<file path="src/rtl/his_builder_pingpong.sv">
// dToF histogram builder: two ping-pong banks of saturating bin counters, lazily cleared on swap.
// Latency: write result (bin_count) and read result (rd_data) both one cycle after the request.
// No backpressure: a write and a read may be accepted every cycle, independently.
module his_builder_pingpong #(
    parameter int BIN_NUM  = 16,
    parameter int ADDR_W   = 4,
    parameter int CNT_W    = 8,
    parameter int PIX_NUM  = 4,
    parameter int PIX_W    = 2,
    parameter int DATA_NUM = 2,
    parameter int ACQ_NUM  = 3
) (
    input  logic              clk,
    input  logic              res,
    input  logic              wr_en,
    input  logic [ADDR_W-1:0] addr,
    output logic [CNT_W-1:0]  bin_count,
    output logic              wr_valid,
    input  logic              rd_en,
    input  logic [PIX_W-1:0]  rd_pix,
    input  logic [ADDR_W-1:0] rd_bin,
    output logic [CNT_W-1:0]  rd_data,
    output logic              rd_valid,
    output logic              his_num,
    output logic              frame_done,
    output logic              sat_flag,
    output logic              err_addr
);

    localparam int CELLS = PIX_NUM * BIN_NUM;
    localparam int IDX_W = (CELLS > 1) ? $clog2(CELLS) : 1;
    localparam int IN_W  = (DATA_NUM > 1) ? $clog2(DATA_NUM) : 1;
    localparam int ACQ_W = (ACQ_NUM > 1) ? $clog2(ACQ_NUM) : 1;

    localparam logic [CNT_W-1:0]  CNT_MAX  = '1;
    localparam logic [CNT_W-1:0]  CNT_ONE  = CNT_W'(1);
    localparam logic [ADDR_W:0]   BIN_LIM  = (ADDR_W+1)'(BIN_NUM);
    localparam logic [PIX_W:0]    PIX_LIM  = (PIX_W+1)'(PIX_NUM);
    localparam logic [IN_W-1:0]   IN_LAST  = IN_W'(DATA_NUM - 1);
    localparam logic [PIX_W-1:0]  PIX_LAST = PIX_W'(PIX_NUM - 1);
    localparam logic [ACQ_W-1:0]  ACQ_LAST = ACQ_W'(ACQ_NUM - 1);
    localparam logic [IDX_W-1:0]  BIN_STRIDE = IDX_W'(BIN_NUM);

    logic [IN_W-1:0]  r_in_cnt;
    logic [PIX_W-1:0] r_pix_cnt;
    logic [ACQ_W-1:0] r_acq_cnt;
    logic             r_his_num;
    logic [CELLS-1:0] r_vld [2];
    logic [CNT_W-1:0] r_mem [2][CELLS];

    logic [CNT_W-1:0] r_bin_count;
    logic             r_wr_valid;
    logic [CNT_W-1:0] r_rd_data;
    logic             r_rd_valid;
    logic             r_frame_done;
    logic             r_sat_flag;
    logic             r_err_addr;

    logic             w_act;
    logic             w_addr_ok;
    logic             w_wr_hit;
    logic [IDX_W-1:0] w_wr_idx;
    logic             w_old_vld;
    logic [CNT_W-1:0] w_old;
    logic             w_old_sat;
    logic [CNT_W-1:0] w_new;
    logic             w_frame_end;
    logic             w_rd_ok;
    logic [IDX_W-1:0] w_rd_idx;
    logic [CNT_W-1:0] w_rd_val;

    assign w_act     = ~r_his_num;
    assign w_addr_ok = {1'b0, addr} < BIN_LIM;
    assign w_wr_hit  = wr_en && w_addr_ok;
    assign w_wr_idx  = IDX_W'(r_pix_cnt) * BIN_STRIDE + IDX_W'(addr);

    // A cleared valid bit makes the stale counter read as zero, so a swap never sweeps the array.
    assign w_old_vld = r_vld[w_act][w_wr_idx];
    assign w_old     = w_old_vld ? r_mem[w_act][w_wr_idx] : '0;
    assign w_old_sat = w_old_vld && (w_old == CNT_MAX);
    assign w_new     = !w_old_vld ? CNT_ONE : (w_old_sat ? CNT_MAX : w_old + CNT_ONE);

    assign w_frame_end = wr_en && (r_in_cnt == IN_LAST) && (r_pix_cnt == PIX_LAST)
                         && (r_acq_cnt == ACQ_LAST);

    assign w_rd_ok  = ({1'b0, rd_pix} < PIX_LIM) && ({1'b0, rd_bin} < BIN_LIM);
    assign w_rd_idx = IDX_W'(rd_pix) * BIN_STRIDE + IDX_W'(rd_bin);
    assign w_rd_val = (w_rd_ok && r_vld[r_his_num][w_rd_idx]) ? r_mem[r_his_num][w_rd_idx] : '0;

    always_ff @(posedge clk) begin
        if (w_wr_hit) begin
            r_mem[w_act][w_wr_idx] <= w_new;
        end
    end

    always_ff @(posedge clk or negedge res) begin
        if (!res) begin
            r_in_cnt     <= '0;
            r_pix_cnt    <= '0;
            r_acq_cnt    <= '0;
            r_his_num    <= 1'b1;
            r_vld[0]     <= '0;
            r_vld[1]     <= '0;
            r_bin_count  <= '0;
            r_wr_valid   <= 1'b0;
            r_rd_data    <= '0;
            r_rd_valid   <= 1'b0;
            r_frame_done <= 1'b0;
            r_sat_flag   <= 1'b0;
            r_err_addr   <= 1'b0;
        end else begin
            r_wr_valid <= w_wr_hit;
            if (w_wr_hit) begin
                r_bin_count              <= w_new;
                r_vld[w_act][w_wr_idx]   <= 1'b1;
            end

            r_rd_valid <= rd_en;
            if (rd_en) begin
                r_rd_data <= w_rd_val;
            end

            // Out-of-range hits still count as events so the frame length stays fixed.
            if (wr_en) begin
                if (r_in_cnt == IN_LAST) begin
                    r_in_cnt <= '0;
                    if (r_pix_cnt == PIX_LAST) begin
                        r_pix_cnt <= '0;
                        if (r_acq_cnt == ACQ_LAST) begin
                            r_acq_cnt <= '0;
                        end else begin
                            r_acq_cnt <= r_acq_cnt + ACQ_W'(1);
                        end
                    end else begin
                        r_pix_cnt <= r_pix_cnt + PIX_W'(1);
                    end
                end else begin
                    r_in_cnt <= r_in_cnt + IN_W'(1);
                end
            end

            r_frame_done <= w_frame_end;
            if (w_frame_end) begin
                // The old readout bank becomes active; the last write above lands in the other bank.
                r_his_num        <= ~r_his_num;
                r_vld[r_his_num] <= '0;
                r_sat_flag       <= 1'b0;
                r_err_addr       <= 1'b0;
            end else begin
                if (w_wr_hit && w_old_sat) begin
                    r_sat_flag <= 1'b1;
                end
                if (wr_en && !w_addr_ok) begin
                    r_err_addr <= 1'b1;
                end
            end
        end
    end

    assign bin_count  = r_bin_count;
    assign wr_valid   = r_wr_valid;
    assign rd_data    = r_rd_data;
    assign rd_valid   = r_rd_valid;
    assign his_num    = r_his_num;
    assign frame_done = r_frame_done;
    assign sat_flag   = r_sat_flag;
    assign err_addr   = r_err_addr;

endmodule

</file>
<file path="config.mk">
export PLATFORM = sky130hd
export DESIGN_NAME = his_builder_pingpong
export DESIGN_NICKNAME = d
export VERILOG_FILES = /design/src/rtl/his_builder_pingpong.sv
export SDC_FILE = /design/constraint.sdc
export NUM_CORES = 2
export LEC_CHECK = 0
export BUFFER_PORTS_ARGS = -buffer_cell sky130_fd_sc_hd__clkbuf_2
export CORE_MARGIN = 10
export CORE_UTILIZATION = 30
export DETAILED_ROUTE_END_ITERATION = 6
export GPL_ROUTABILITY_DRIVEN = 1
export SLEW_MARGIN = 5
export SYNTH_ARGS = -nofsm -noshare
export SYNTH_HDL_FRONTEND = slang
export SYNTH_SLANG_ARGS = --single-unit
</file>
<file path="constraint.sdc">
create_clock -name clk -period 9.4 [get_ports clk]
set_clock_uncertainty 0.05 [all_clocks]
set_input_delay 0.47 -clock clk [delete_from_list [all_inputs] [get_ports clk]]
set_output_delay 0.47 -clock clk [all_outputs]
set_load 0.02 [all_outputs]
</file>
**Word level (Yosys, flattened, before mapping)**

Memories as Yosys holds them, arrays and structs flattened.
Index checks and enable logic that the tools add are counted.

- Register bits: 154
- Bits in writable memories: 1,024
- Input bits: 14
- Output and inout port bits: 22
- Logic and storage cells: 89
- Memories kept: 1

Memory list:

| name | words | width | rd ports | clocked after Yosys merged registers in | wr ports | line | text |
|---|---|---|---|---|---|---|---|
| r_mem | 2 | 512 | 2 | 0 | 1 | 49 | `logic [CNT_W-1:0] r_mem [2][CELLS];` |

- Add/sub/neg operators: 6
- Order comparisons: 10
- Equal/unequal tests: 3
- Multiplexer cells: 37
- Bitwise operators: 8
- Reductions and logical operators: 12

Operator list:

| cell | number |
|---|---|
| two-way mux 512 bit | 1 |
| two-way mux 64 bit | 8 |
| two-way mux 128 bit | 2 |
| AND 128 bit | 1 |
| demux 64 bit (select 1 bit) | 2 |
| inverter 128 bit | 1 |
| bitwise OR 128 bit | 1 |
| binary-select mux 8 bit (select 6 bit) | 2 |
| two-way mux 8 bit | 9 |
| demux 8 bit (select 6 bit) | 1 |
| greater-or-equal comparator 7 bit, second input constant | 2 |
| less-than comparator 6 x 7 -> 1 bit, second input constant | 2 |
| inverter 6 -> 7 bit | 2 |
| adder 6 x 4 -> 6 bit | 2 |
| binary-select mux 1 bit (select 6 bit) | 2 |
| logical AND 1 bit | 9 |
| adder 8 x 1 -> 8 bit, second input constant | 1 |
| == test 8 bit, second input constant | 1 |
| less-than comparator 7 x 1 -> 1 bit, second input constant | 1 |
| two-way mux 1 bit | 7 |
| demux 1 bit (select 6 bit) | 1 |
| greater-or-equal comparator 6 x 1 -> 1 bit, second input constant | 1 |
| adder 2 x 1 -> 2 bit, second input constant | 2 |
| == test 2 bit, second input constant | 2 |
| 9 further kinds | 13 |

**Longest topological paths before layout**

- Word-level depth: 13
- Gate-level depth with buffers: 17
- Depth with buffers taken out: 12

**Worst setup path after synthesis**

No wires, ideal clock.

- Kind: register -> register
- Start: register r_his_num, in the netlist his_num
- End: memory r_mem[0][103] in the netlist's numbering (data pin)
- Library setup time: 1,154 ps
- Data arrival time: 7,855 ps
- Required time: 8,196 ps
- Setup slack: 341 ps
- Stages on the path, launching flop included: 16
- Path buffers: 5
- Period minus slack after synthesis: 9,059 ps
- Cells stage by stage: dfstp_2 > buf_6 > buf_12 > buf_12 > buf_12 > buf_12 > mux2i_1 > o22ai_1 > nor4_1 > or4_1 > a31oi_1 > ha_1 > nor3b_2 > nand2_1 > and4_1 > nor3_1

- Longest elaborated chain between the ends: 12
- Elaborated cells on any way between the ends: 17
- Classes of those cells: 1 x add/sub; 1 x eq/ne; 11 x mux; 2 x bitwise; 1 x reduce/logical; 1 x memory

RTL lines:

| element | line | text |
|---|---|---|
| start: declaration | 47 | `logic r_his_num;` |
| start signal: assignment | 145 | `r_his_num <= ~r_his_num;` |
| inverter 1 bit (*) | 72 | `assign w_act = ~r_his_num;` |
| branches (longest 10 deep; another with adder 8 x 1 -> 8 bit) | - |  |
| two-way mux 8 bit (*) | 81 | `assign w_new = !w_old_vld ? CNT_ONE : (w_old_sat ? CNT_MAX : w_old + CNT_ONE);` |
| named net w_new[7] | 66 | `logic [CNT_W-1:0] w_new;` |
| end: declaration | 49 |  |

Mark *: on every way through the listed nets, which the timed path passes. The select of a mux whose other input is x is not followed.

**Worst setup path in the final report**

- Start: register r_his_num, in the netlist his_num
- End: memory r_mem[1][211] in the netlist's numbering (data pin)

The elaborated chain is that of the path after synthesis.

==> flow_metrics.env <==
export IMPL_vias_per_cell=5.83
export IMPL_fp_dieH_um=452
export IMPL_syn_area_per_cell_um2=18.8
export IMPL_drt_iter0_drc=4545
export IMPL_ant_nets=0
export IMPL_drive_gt1_share_pct=32.0
export IMPL_worst_ep_required_time_ns=9.80
export IMPL_worstMarginPinSlew_ns=1.37
export IMPL_cts_made_buffers=118
export IMPL_drt_wl_total_um=183000
export IMPL_grt_max_degree=127
export IMPL_routed_top_layer="met5"
export IMPL_grt_pass1_wl_um=256000
export IMPL_drtPass1Iterations=6
export IMPL_std_cell_rows=158
export IMPL_maxSlewHeadroom_pct=8.61
export IMPL_hpwl_um=119000
export IMPL_crit_arrival_ns=7.49
export IMPL_syn_inst=2976
export IMPL_path_class="flip-flop to flip-flop"
export IMPL_final_setup_viol_count=0
export IMPL_gp_congestion=0.912
export IMPL_vias=33100
export IMPL_synthDistinctLibCells=82
export IMPL_synth_top_area_share_pct=55.0
export IMPL_synth_most_common_cell="edfxtp_1"
export IMPL_crit_buf_inv=3
export IMPL_synth_seq_cells=1178
export IMPL_cp_slowest_cell="dfstp_4"
export IMPL_rsz0062_at_grt="false"
export IMPL_root_buffer="clkbuf_16"
export IMPL_fin_crit_ns=7.09
export IMPL_fin_area_um2=63100
export IMPL_async_reset_ff_share_pct=13.1
export IMPL_critPathLaunchType="flip-flop"
export IMPL_finalPower_mw=16.0
export IMPL_track_usage_pct=17.3
export IMPL_max_vdd_ir_drop_mv=0.281
export IMPL_ioPinCount=36
export IMPL_routed_wl_met3_um=19500
export IMPL_period_share_pct=75.4
export IMPL_yosys_top_cells_count="edfxtp_1 (1024), mux4_2 (544), mux2i_1 (243)"
export IMPL_synth_edf_count=1024
export IMPL_slew_violations=0
export IMPL_synthesis_area_um2=55900
export IMPL_setup_tns_final_ns=0
export IMPL_insertion_delay_ns=0.76
export IMPL_clock_sinks=1178
export IMPL_synth_area_top_cells="edfxtp_1 (55%), mux4_2 (22%), dfrtp_1 (6.9%)"
export IMPL_hold_viol_final=0
export IMPL_met1_length_um=70900
export IMPL_pwr_density_cell_nw_per_um2=253
export IMPL_max_stage_delay_ns=1.19
export IMPL_final_nets=3100
export IMPL_crit_top_cell="buf_4"
export IMPL_start_util_pct=30.1
export IMPL_yosys_area_top_type="edfxtp_1"
export IMPL_antenna_found_initial=5
export IMPL_fmax_mhz=141
export IMPL_clk_pin_slew_ns=0.06
export IMPL_status="finished clean"
export IMPL_placed_area_um2=59200
export IMPL_post_drt_wl_per_cell_um=32.2
export IMPL_port_buffers=34
export IMPL_grt_pass1_vias=32200
export IMPL_cts_tree="built"
export IMPL_areaGrowthSynthToFinish_pct=12.8
export IMPL_yosysWarningCount=0
export IMPL_cellLeakagePower_nw=20.0
export IMPL_path_max_fanout=64
export IMPL_synth_fp_nets=2995
export IMPL_clock_path_buffers=3
export IMPL_dieWidth_um=452
export IMPL_dieArea_um2=204000
export IMPL_end_kind="flip-flop"
export IMPL_yosysSeqAreaShare_pct=61.9
export IMPL_synth_ff_type="edfxtp_1"
export IMPL_drc=0
export IMPL_htreeDepth=3
export IMPL_drv_cap=0
export IMPL_crit_chain="buf_12 -> buf_4 -> mux2i_1 -> o22ai_1 -> nor4_1 -> a211oi_1 -> o221a_2 -> nor4b_1 -> nand4_1 -> o21ai_0 -> nor2b_4 -> buf_4"
export IMPL_utilization_pct=34.0
export IMPL_placeableCoreArea_um2=185000
export IMPL_dr_wl_met2_um=83400
export IMPL_hp_class="primary input to flip-flop"
export IMPL_grt_overflow=0
export IMPL_path_delay_family="simple AND/OR/NAND/NOR gates"
timing repair:
item                                   in CTS  in global routing
hold buffers                                1                  0
resized for setup                           0                  0
buffers inserted                            0                  0
endpoints found under the hold margin      43                  0
worst register-to-register path, stage by stage (launching register included):
cell      delay, ns
dfstp_4        1.19
buf_12         0.37
buf_4          0.71
mux2i_1        0.29
o22ai_1        0.21
nor4_1         0.10
a211oi_1       0.77
o221a_2        0.38
nor4b_1        0.43
nand4_1        0.53
o21ai_0        0.31
nor2b_4        0.73
buf_4          0.66
layout make-up:
class | instances | area, um^2
Antenna cell | 1 | 2.50
Fill cell | 17600 | 122000
Timing Repair Buffer | 230 | 1760
Clock inverter | 61 | 544
Inverter | 11 | 41.3
Tap cell | 2480 | 3100
Clock buffer | 164 | 3310
Sequential cell | 1178 | 34600
Multi-Input combinational cell | 1542 | 19700
cell usage in the layout, fill, tap and decap left out, drive strengths merged, types with 36 or more instances in the layout:
master	instances
mux2	36
nand2	47
mux4	546
edfxtp	1024
nor2	159
clkinv	46
clkbuf	193
o21a	129
mux2i	244
buf	200
o22ai	86
dfrtp	153
per-layer routing:
layer | global-route usage [%] | vias to the layer above
met5 | 0 | -
met3 | 4.57 | 421
met1 | 23.3 | 17700
met4 | 7.32 | 6
met2 | 26.5 | 2118
li1 | - | 12800
final timing paths:
| check | startpoint | to | slack, ns | depth (start not counted) |
|---|---|---|---|---|
| setup / recovery | his_num | r_mem[1][211] | 2.31 | 12 |
| hold / removal | rd_en | rd_valid | 0.06 | 1 |
| setup reg to reg | his_num | r_mem[1][211] | 2.31 | 12 |
| hold reg to reg | rd_data[0] | rd_data[0] | 0.46 | 1 |
| max in group asynchronous | res | r_vld[47] | 7.82 | 3 |
| min in group asynchronous | res | bin_count[1] | 0.21 | 2 |
logic make-up after synthesis:
logic type               Yosys count  synth area share (%)
XOR/XNOR                           3                0.0470
buffers and inverters            256                  3.02
adder cells (fa/ha/maj)            5                 0.112
multiplexers                     826                  27.1
other                              1               0.00671
AO/OA/AOI/OAI                    399                  5.18
AND/OR/NAND/NOR                  308                  2.58
flip-flops                      1178                  61.9
per-stage QoR:
step                worst slack (ns)  cells  hold slack, ns
global route                    2.09   5667          0.0894
detailed placement              2.39   5440           0.428
CTS                             2.51   5666          0.0602
floorplan                      0.341   2976           0.124
global placement                2.61   5440           0.423
finish                          2.31   5667          0.0634
sequential cells by signal (all words and copies together) (netlist names):
| name | cells |
|---|---|
| wr_valid | 1 |
| frame_done | 1 |
| r_pix_cnt | 2 |
| bin_count | 8 |
| r_acq_cnt | 2 |
| rd_data | 8 |
| rd_valid | 1 |
| sat_flag | 1 |
| r_mem | 1024 |
| r_vld | 128 |
| his_num | 1 |
| r_in_cnt | 1 |
where the power goes:
| part | switching [mW] | total, mW | leakage [nW] | internal, mW |
|---|---|---|---|---|
| clock network | 2.05 | 4.74 | 1.90 | 2.70 |
| logic | 2.68 | 4.11 | 6.66 | 1.44 |
| registers | 0.218 | 7.11 | 11.4 | 6.90 |
| total | 4.94 | 16.0 | 20.0 | 11.0 |
No activity file was read; power rests on OpenSTA's default activity.
